--- config.mk ---
export PLATFORM = sky130hd
export DESIGN_NAME = vector_write_back_collector
export DESIGN_NICKNAME = d
export VERILOG_FILES = /design/src/rtl/vector_write_back_collector.sv
export SDC_FILE = /design/constraint.sdc
export NUM_CORES = 1
export LEC_CHECK = 0
export BUFFER_PORTS_ARGS = -buffer_cell sky130_fd_sc_hd__buf_2
export CAP_MARGIN = 5
export CORE_AREA = 2 2 357 359
export CTS_BUF_LIST = sky130_fd_sc_hd__clkbuf_4 sky130_fd_sc_hd__clkbuf_8 sky130_fd_sc_hd__clkbuf_16
export DETAILED_ROUTE_END_ITERATION = 10
export DIE_AREA = 0 0 359 361
export GPL_TIMING_DRIVEN = 0
export PLACE_DENSITY = 0.33
export SYNTH_ARGS = -nofsm -noshare
export SYNTH_HDL_FRONTEND = slang
export SYNTH_SLANG_ARGS = --single-unit
--- constraint.sdc ---
create_clock -name clk -period 5.75 [get_ports clk]
set_input_delay 0.575 -clock clk [delete_from_list [all_inputs] [get_ports clk]]
set_output_delay 0.575 -clock clk [all_outputs]
set_load 0.01 [all_outputs]
--- src/rtl/vector_write_back_collector.sv ---
// Vector write-back collector: packs result elements by data_type into one VLEN buffer and issues a single masked RF write.
// Optional macro VWB_MASK_SKIP_EN: masked-off indices advance without an element handshake.
module vector_write_back_collector #(
    parameter int DATA_LEN    = 32,
    parameter int VECTOR_SIZE = 8,
    parameter int ELEM_LEN    = 64,
    parameter int CNT_WIDTH   = 6
) (
    input  logic                            clk,
    input  logic                            rst,
    input  logic                            rdy_in,
    input  logic                            start,
    input  logic [4:0]                      rd_in,
    input  logic [DATA_LEN-1:0]             length_in,
    input  logic [2:0]                      data_type_in,
    input  logic                            vm_in,
    input  logic [VECTOR_SIZE*DATA_LEN-1:0] mask_in,
    input  logic                            elem_valid,
    input  logic [ELEM_LEN-1:0]             elem_data,
    output logic                            elem_ready,
    output logic                            busy,
    output logic                            done,
    output logic [1:0]                      rf_signal,
    output logic                            write_back_enabled,
    output logic [4:0]                      rf_rd,
    output logic                            rf_vm,
    output logic [DATA_LEN-1:0]             rf_length,
    output logic [2:0]                      rf_data_type,
    output logic [VECTOR_SIZE*DATA_LEN-1:0] rf_mask,
    output logic [VECTOR_SIZE*DATA_LEN-1:0] rf_data,
    input  logic [1:0]                      rf_status
);
    localparam int VLEN   = VECTOR_SIZE * DATA_LEN;
    localparam int NBYTES = VLEN / 8;

    localparam logic [2:0] ONE_BYTE   = 3'd0;
    localparam logic [2:0] TWO_BYTE   = 3'd1;
    localparam logic [2:0] FOUR_BYTE  = 3'd2;
    localparam logic [2:0] EIGHT_BYTE = 3'd3;

    localparam logic [1:0] RF_NOP          = 2'd0;
    localparam logic [1:0] RF_FINISHED     = 2'd1;
    localparam logic [1:0] VECTOR_RF_WRITE = 2'd2;

    localparam logic [1:0] S_IDLE    = 2'd0;
    localparam logic [1:0] S_COLLECT = 2'd1;
    localparam logic [1:0] S_WRITE   = 2'd2;
    localparam logic [1:0] S_WAIT    = 2'd3;

    logic [1:0]           state_reg;
    logic [CNT_WIDTH-1:0] idx_reg;
    logic [VLEN-1:0]      buffer_reg;
    logic [VLEN-1:0]      buffer_next;
    logic [4:0]           rd_reg;
    logic                 vm_reg;
    logic [DATA_LEN-1:0]  len_reg;
    logic [2:0]           type_reg;
    logic [VLEN-1:0]      mask_reg;
    logic                 done_reg;

    logic [DATA_LEN-1:0]  max_len;
    logic [DATA_LEN-1:0]  clamp_len;
    logic [1:0]           type_shift;
    logic [2:0]           ofs_mask;
    logic                 skip_now;
    logic                 accept;
    logic [CNT_WIDTH-1:0] idx_inc;
    logic                 last_idx;

    // Element count that fits in one vector register; unknown types yield 0 so no write happens.
    always_comb begin
        case (data_type_in)
            ONE_BYTE:   max_len = DATA_LEN'(NBYTES);
            TWO_BYTE:   max_len = DATA_LEN'(NBYTES / 2);
            FOUR_BYTE:  max_len = DATA_LEN'(NBYTES / 4);
            EIGHT_BYTE: max_len = DATA_LEN'(NBYTES / 8);
            default:    max_len = '0;
        endcase
        clamp_len = (length_in > max_len) ? max_len : length_in;
    end

    always_comb begin
        case (type_reg)
            TWO_BYTE:   begin type_shift = 2'd1; ofs_mask = 3'd1; end
            FOUR_BYTE:  begin type_shift = 2'd2; ofs_mask = 3'd3; end
            EIGHT_BYTE: begin type_shift = 2'd3; ofs_mask = 3'd7; end
            default:    begin type_shift = 2'd0; ofs_mask = 3'd0; end
        endcase
    end

`ifdef VWB_MASK_SKIP_EN
    assign skip_now = (state_reg == S_COLLECT) && !vm_reg && !mask_reg[idx_reg];
`else
    assign skip_now = 1'b0;
`endif

    assign elem_ready = rdy_in && (state_reg == S_COLLECT) && !skip_now;
    assign accept     = elem_valid && elem_ready;
    assign idx_inc    = idx_reg + 1'b1;
    assign last_idx   = (idx_inc == len_reg[CNT_WIDTH-1:0]);

    // Each buffer byte knows which element and which byte of that element it holds for the latched type.
    genvar gi;
    generate
        for (gi = 0; gi < NBYTES; gi++) begin : g_lane
            localparam logic [CNT_WIDTH-1:0] BYTE_IDX = CNT_WIDTH'(gi);
            logic [CNT_WIDTH-1:0] lane_elem;
            logic [2:0]           lane_ofs;
            assign lane_elem = BYTE_IDX >> type_shift;
            assign lane_ofs  = BYTE_IDX[2:0] & ofs_mask;
            assign buffer_next[gi*8 +: 8] = (accept && (lane_elem == idx_reg))
                                          ? elem_data[{lane_ofs, 3'b000} +: 8]
                                          : buffer_reg[gi*8 +: 8];
        end
    endgenerate

    always_ff @(posedge clk) begin
        if (rst) begin
            state_reg  <= S_IDLE;
            idx_reg    <= '0;
            buffer_reg <= '0;
            rd_reg     <= '0;
            vm_reg     <= 1'b0;
            len_reg    <= '0;
            type_reg   <= '0;
            mask_reg   <= '0;
            done_reg   <= 1'b0;
        end else if (rdy_in) begin
            done_reg <= 1'b0;
            case (state_reg)
                S_IDLE: begin
                    if (start) begin
                        rd_reg     <= rd_in;
                        vm_reg     <= vm_in;
                        mask_reg   <= mask_in;
                        type_reg   <= data_type_in;
                        len_reg    <= clamp_len;
                        buffer_reg <= '0;
                        idx_reg    <= '0;
                        if (clamp_len == '0)
                            done_reg  <= 1'b1;
                        else
                            state_reg <= S_COLLECT;
                    end
                end
                S_COLLECT: begin
                    if (accept || skip_now) begin
                        buffer_reg <= buffer_next;
                        idx_reg    <= idx_inc;
                        if (last_idx)
                            state_reg <= S_WRITE;
                    end
                end
                S_WRITE: state_reg <= S_WAIT;
                S_WAIT: begin
                    if (rf_status == RF_FINISHED) begin
                        state_reg <= S_IDLE;
                        done_reg  <= 1'b1;
                    end
                end
                default: state_reg <= S_IDLE;
            endcase
        end
    end

    assign busy               = (state_reg != S_IDLE);
    assign done               = done_reg;
    assign write_back_enabled = (state_reg == S_WRITE);
    assign rf_signal          = (state_reg == S_WRITE) ? VECTOR_RF_WRITE : RF_NOP;
    assign rf_rd              = rd_reg;
    assign rf_vm              = vm_reg;
    assign rf_length          = len_reg;
    assign rf_data_type       = type_reg;
    assign rf_mask            = mask_reg;
    assign rf_data            = buffer_reg;
endmodule

==> flow_summary.json <==
{
  "status": "complete, no violations",
  "cts_sinks": 562,
  "start_kind": "flip-flop",
  "worstPathRequired_ns": 5.18,
  "routed_wl_um": 129000,
  "clock_skew_ns": 0.0211,
  "drive_gt1_share_pct": 31.0,
  "maxCapViolCount": 0,
  "drcViolationCount": 0,
  "synth_area_sq_um": 21900,
  "layout.area.seq_sq_um": 11300,
  "post_cts_buffers": 0,
  "io_pins": 927,
  "power.density_nw_per_um2": 330,
  "place_hpwl_um": 103000,
  "grt_pass1_wl_um": 177000,
  "synth-async-reset-ratio_pct": 0,
  "num_rows": 130,
  "ant_nets": 0,
  "grt_overflow_total": 0,
  "vdd_drop_max_v": 0.000191,
  "cts_tree": "yes",
  "synth_cell_types": 66,
  "n_fill_cell": 14100,
  "firstDrtPassIters": 5,
  "multi_input_area_sq_um": 9910,
  "synth_seq_area_share_pct": 51.3,
  "synth_edf_count": 0,
  "nets": 3941,
  "final_cell_area_sq_um": 31300,
  "insertion_delay_ns": 0.65,
  "pre_cts_ws_ns": 1.65,
  "period_share_pct": 71.9,
  "ctsLongestPathBuffers": 3,
  "dieArea_sq_um": 130000,
  "yosys-top-cells-count": "nand2_1, dfxtp_1, a21oi_1",
  "ctsHoldBuffers": 0,
  "routedWlPerCell_um": 24.5,
  "fin_hold_ws_ns": 0.158,
  "clk_pin_slew_ns": 0.06,
  "initial_core_util_pct": 17.5,
  "grt_pass1_vias": 21900,
  "finalCriticalPeriod_ns": 4.13,
  "worstSetupEndpointType": "output pin",
  "synth.area.top_cells": "dfxtp_1, nand2_1, mux2i_1",
  "grt_max_degree": 13,
  "root_buffer": "clkbuf_16",
  "synthFlopType": "dfxtp_1",
  "syn_inst": 2551,
  "max_slew_margin_pct": 21.0,
  "die_w_um": 359,
  "rsz0062_at_grt": "no",
  "dpl_cell_area_sq_um": 28700,
  "total_power_uw": 10300,
  "finalSetupViolations": 0,
  "drt_iter0_markers": 1180,
  "timing.fmax_ghz": 0.242,
  "crit_fanout": 10,
  "yosys.area.top_type_share_pct": 51.3,
  "htreeDepth": 3,
  "p_leak_uw": 0.0146,
  "ys_ff_latch": 562,
  "tightest_slew_ns": 1.18,
  "routed-via-count": 21900,
  "ys_warn_count": 0,
  "setup_slack_ns": 1.62,
  "antenna_found_initial": 39,
  "area_growth_pct": 42.6,
  "yosysMostFrequentCell": "nand2_1",
  "fp.coreArea_sq_um": 125000,
  "grt_use_total_pct": 19.2,
  "dieHeight_um": 361,
  "cts_buffers": 76,
  "worstHoldPathType": "in -> reg",
  "avgSynthCellArea_sq_um": 8.60,
  "maxSlewViolCount": 0,
  "critical_path_class": "reg -> out",
  "syn_nets": 2936,
  "vias_per_cell": 4.15,
  "place_congestion": 0.877,
  "ff2ff_setup_slack_ns": 1.69,
  "portBuffers": 924,
  "finalSetupTns_ns": 0,
  "cts_resized": 0,
  "cp.arrival_ns": 3.56,
  "finalHoldViolations": 0,
  "synth_top_area_cell": "dfxtp_1"
}
-- routing by layer --
layer	global-route usage (%)	wire length [um]	vias to the layer above
li1	-	-	10600
met1	23.6	55300	10400
met2	33.0	62100	728
met3	5.75	9290	134
met4	4.10	2340	28
met5	0	183	-
-- kinds of logic (layout without fill, tap and decap cells) --
kind of cell | after synthesis | after routing | synth area share (%)
and+or+nand+nor | 1067 | 1067 | 20.6
other | 1 | 9 | 0.0171
DFF | 562 | 562 | 51.3
AOI/OAI and AO/OA | 452 | 452 | 12.2
adders and majority gates | 17 | 17 | 0.969
xor gates and xnor gates | 39 | 39 | 1.56
muxes | 214 | 214 | 9.77
buffers and inverters | 199 | 1262 | 3.59
-- final cells by class --
class	count	area share (%)
multi-input cells	1790	31.7
inverters	12	0.144
clock buffers	108	7.09
plain buffers	187	2.38
clock inverters	28	1.21
well taps	1650	6.60
flip-flops and latches	562	36.0
diodes	8	0.0640
repair buffers	927	14.9
-- path summary, 6_finish.rpt --
kind	to	depth (start not counted)	start
hold reg to reg	rf_mask[209]	2	rf_mask[209]
hold / removal	rf_mask[163]	3	mask_in[163]
setup reg to reg	rf_data[148]	11	rf_data_type[2]
setup / recovery	elem_ready	7	state_reg[1]
-- power by group --
group          total (uW)  switching [uW]  internal (uW)  leakage [uW]
logic                1260             850            408       0.00874
registers            4090            66.6           4020       0.00456
clock network        4960            1980           2980       0.00129
-- worst max-delay path: stages, from the launching register on --
cell and delay, ns:
dfxtp_1 0.35, inv_1 0.11, ha_1 0.32, clkbuf_1 0.60
clkbuf_1 0.70, clkbuf_1 0.48, and2_1 0.20, buf_2 0.15
-- per-stage QoR --
| step | instances | utilization, % |
|---|---|---|
| after floorplan | 2551 | - |
| after global placement | 5125 | 22.8 |
| after detailed placement | 5127 | 22.9 |
| after CTS | 5263 | 24.9 |
| after global routing | 5264 | 24.9 |
| final | 5272 | 24.9 |
-- cells in the final DEF, fill, tap and decap left out, types with 34 or more instances in the layout --
master	count
mux2i_1	212
nand2_1	675
and3_1	41
nand3_1	38
buf_2	942
a21oi_1	330
o211ai_1	34
clkbuf_16	76
clkbuf_1	150
nor2_1	203
dfxtp_1	562
No activity file was read; power rests on OpenSTA's default activity.
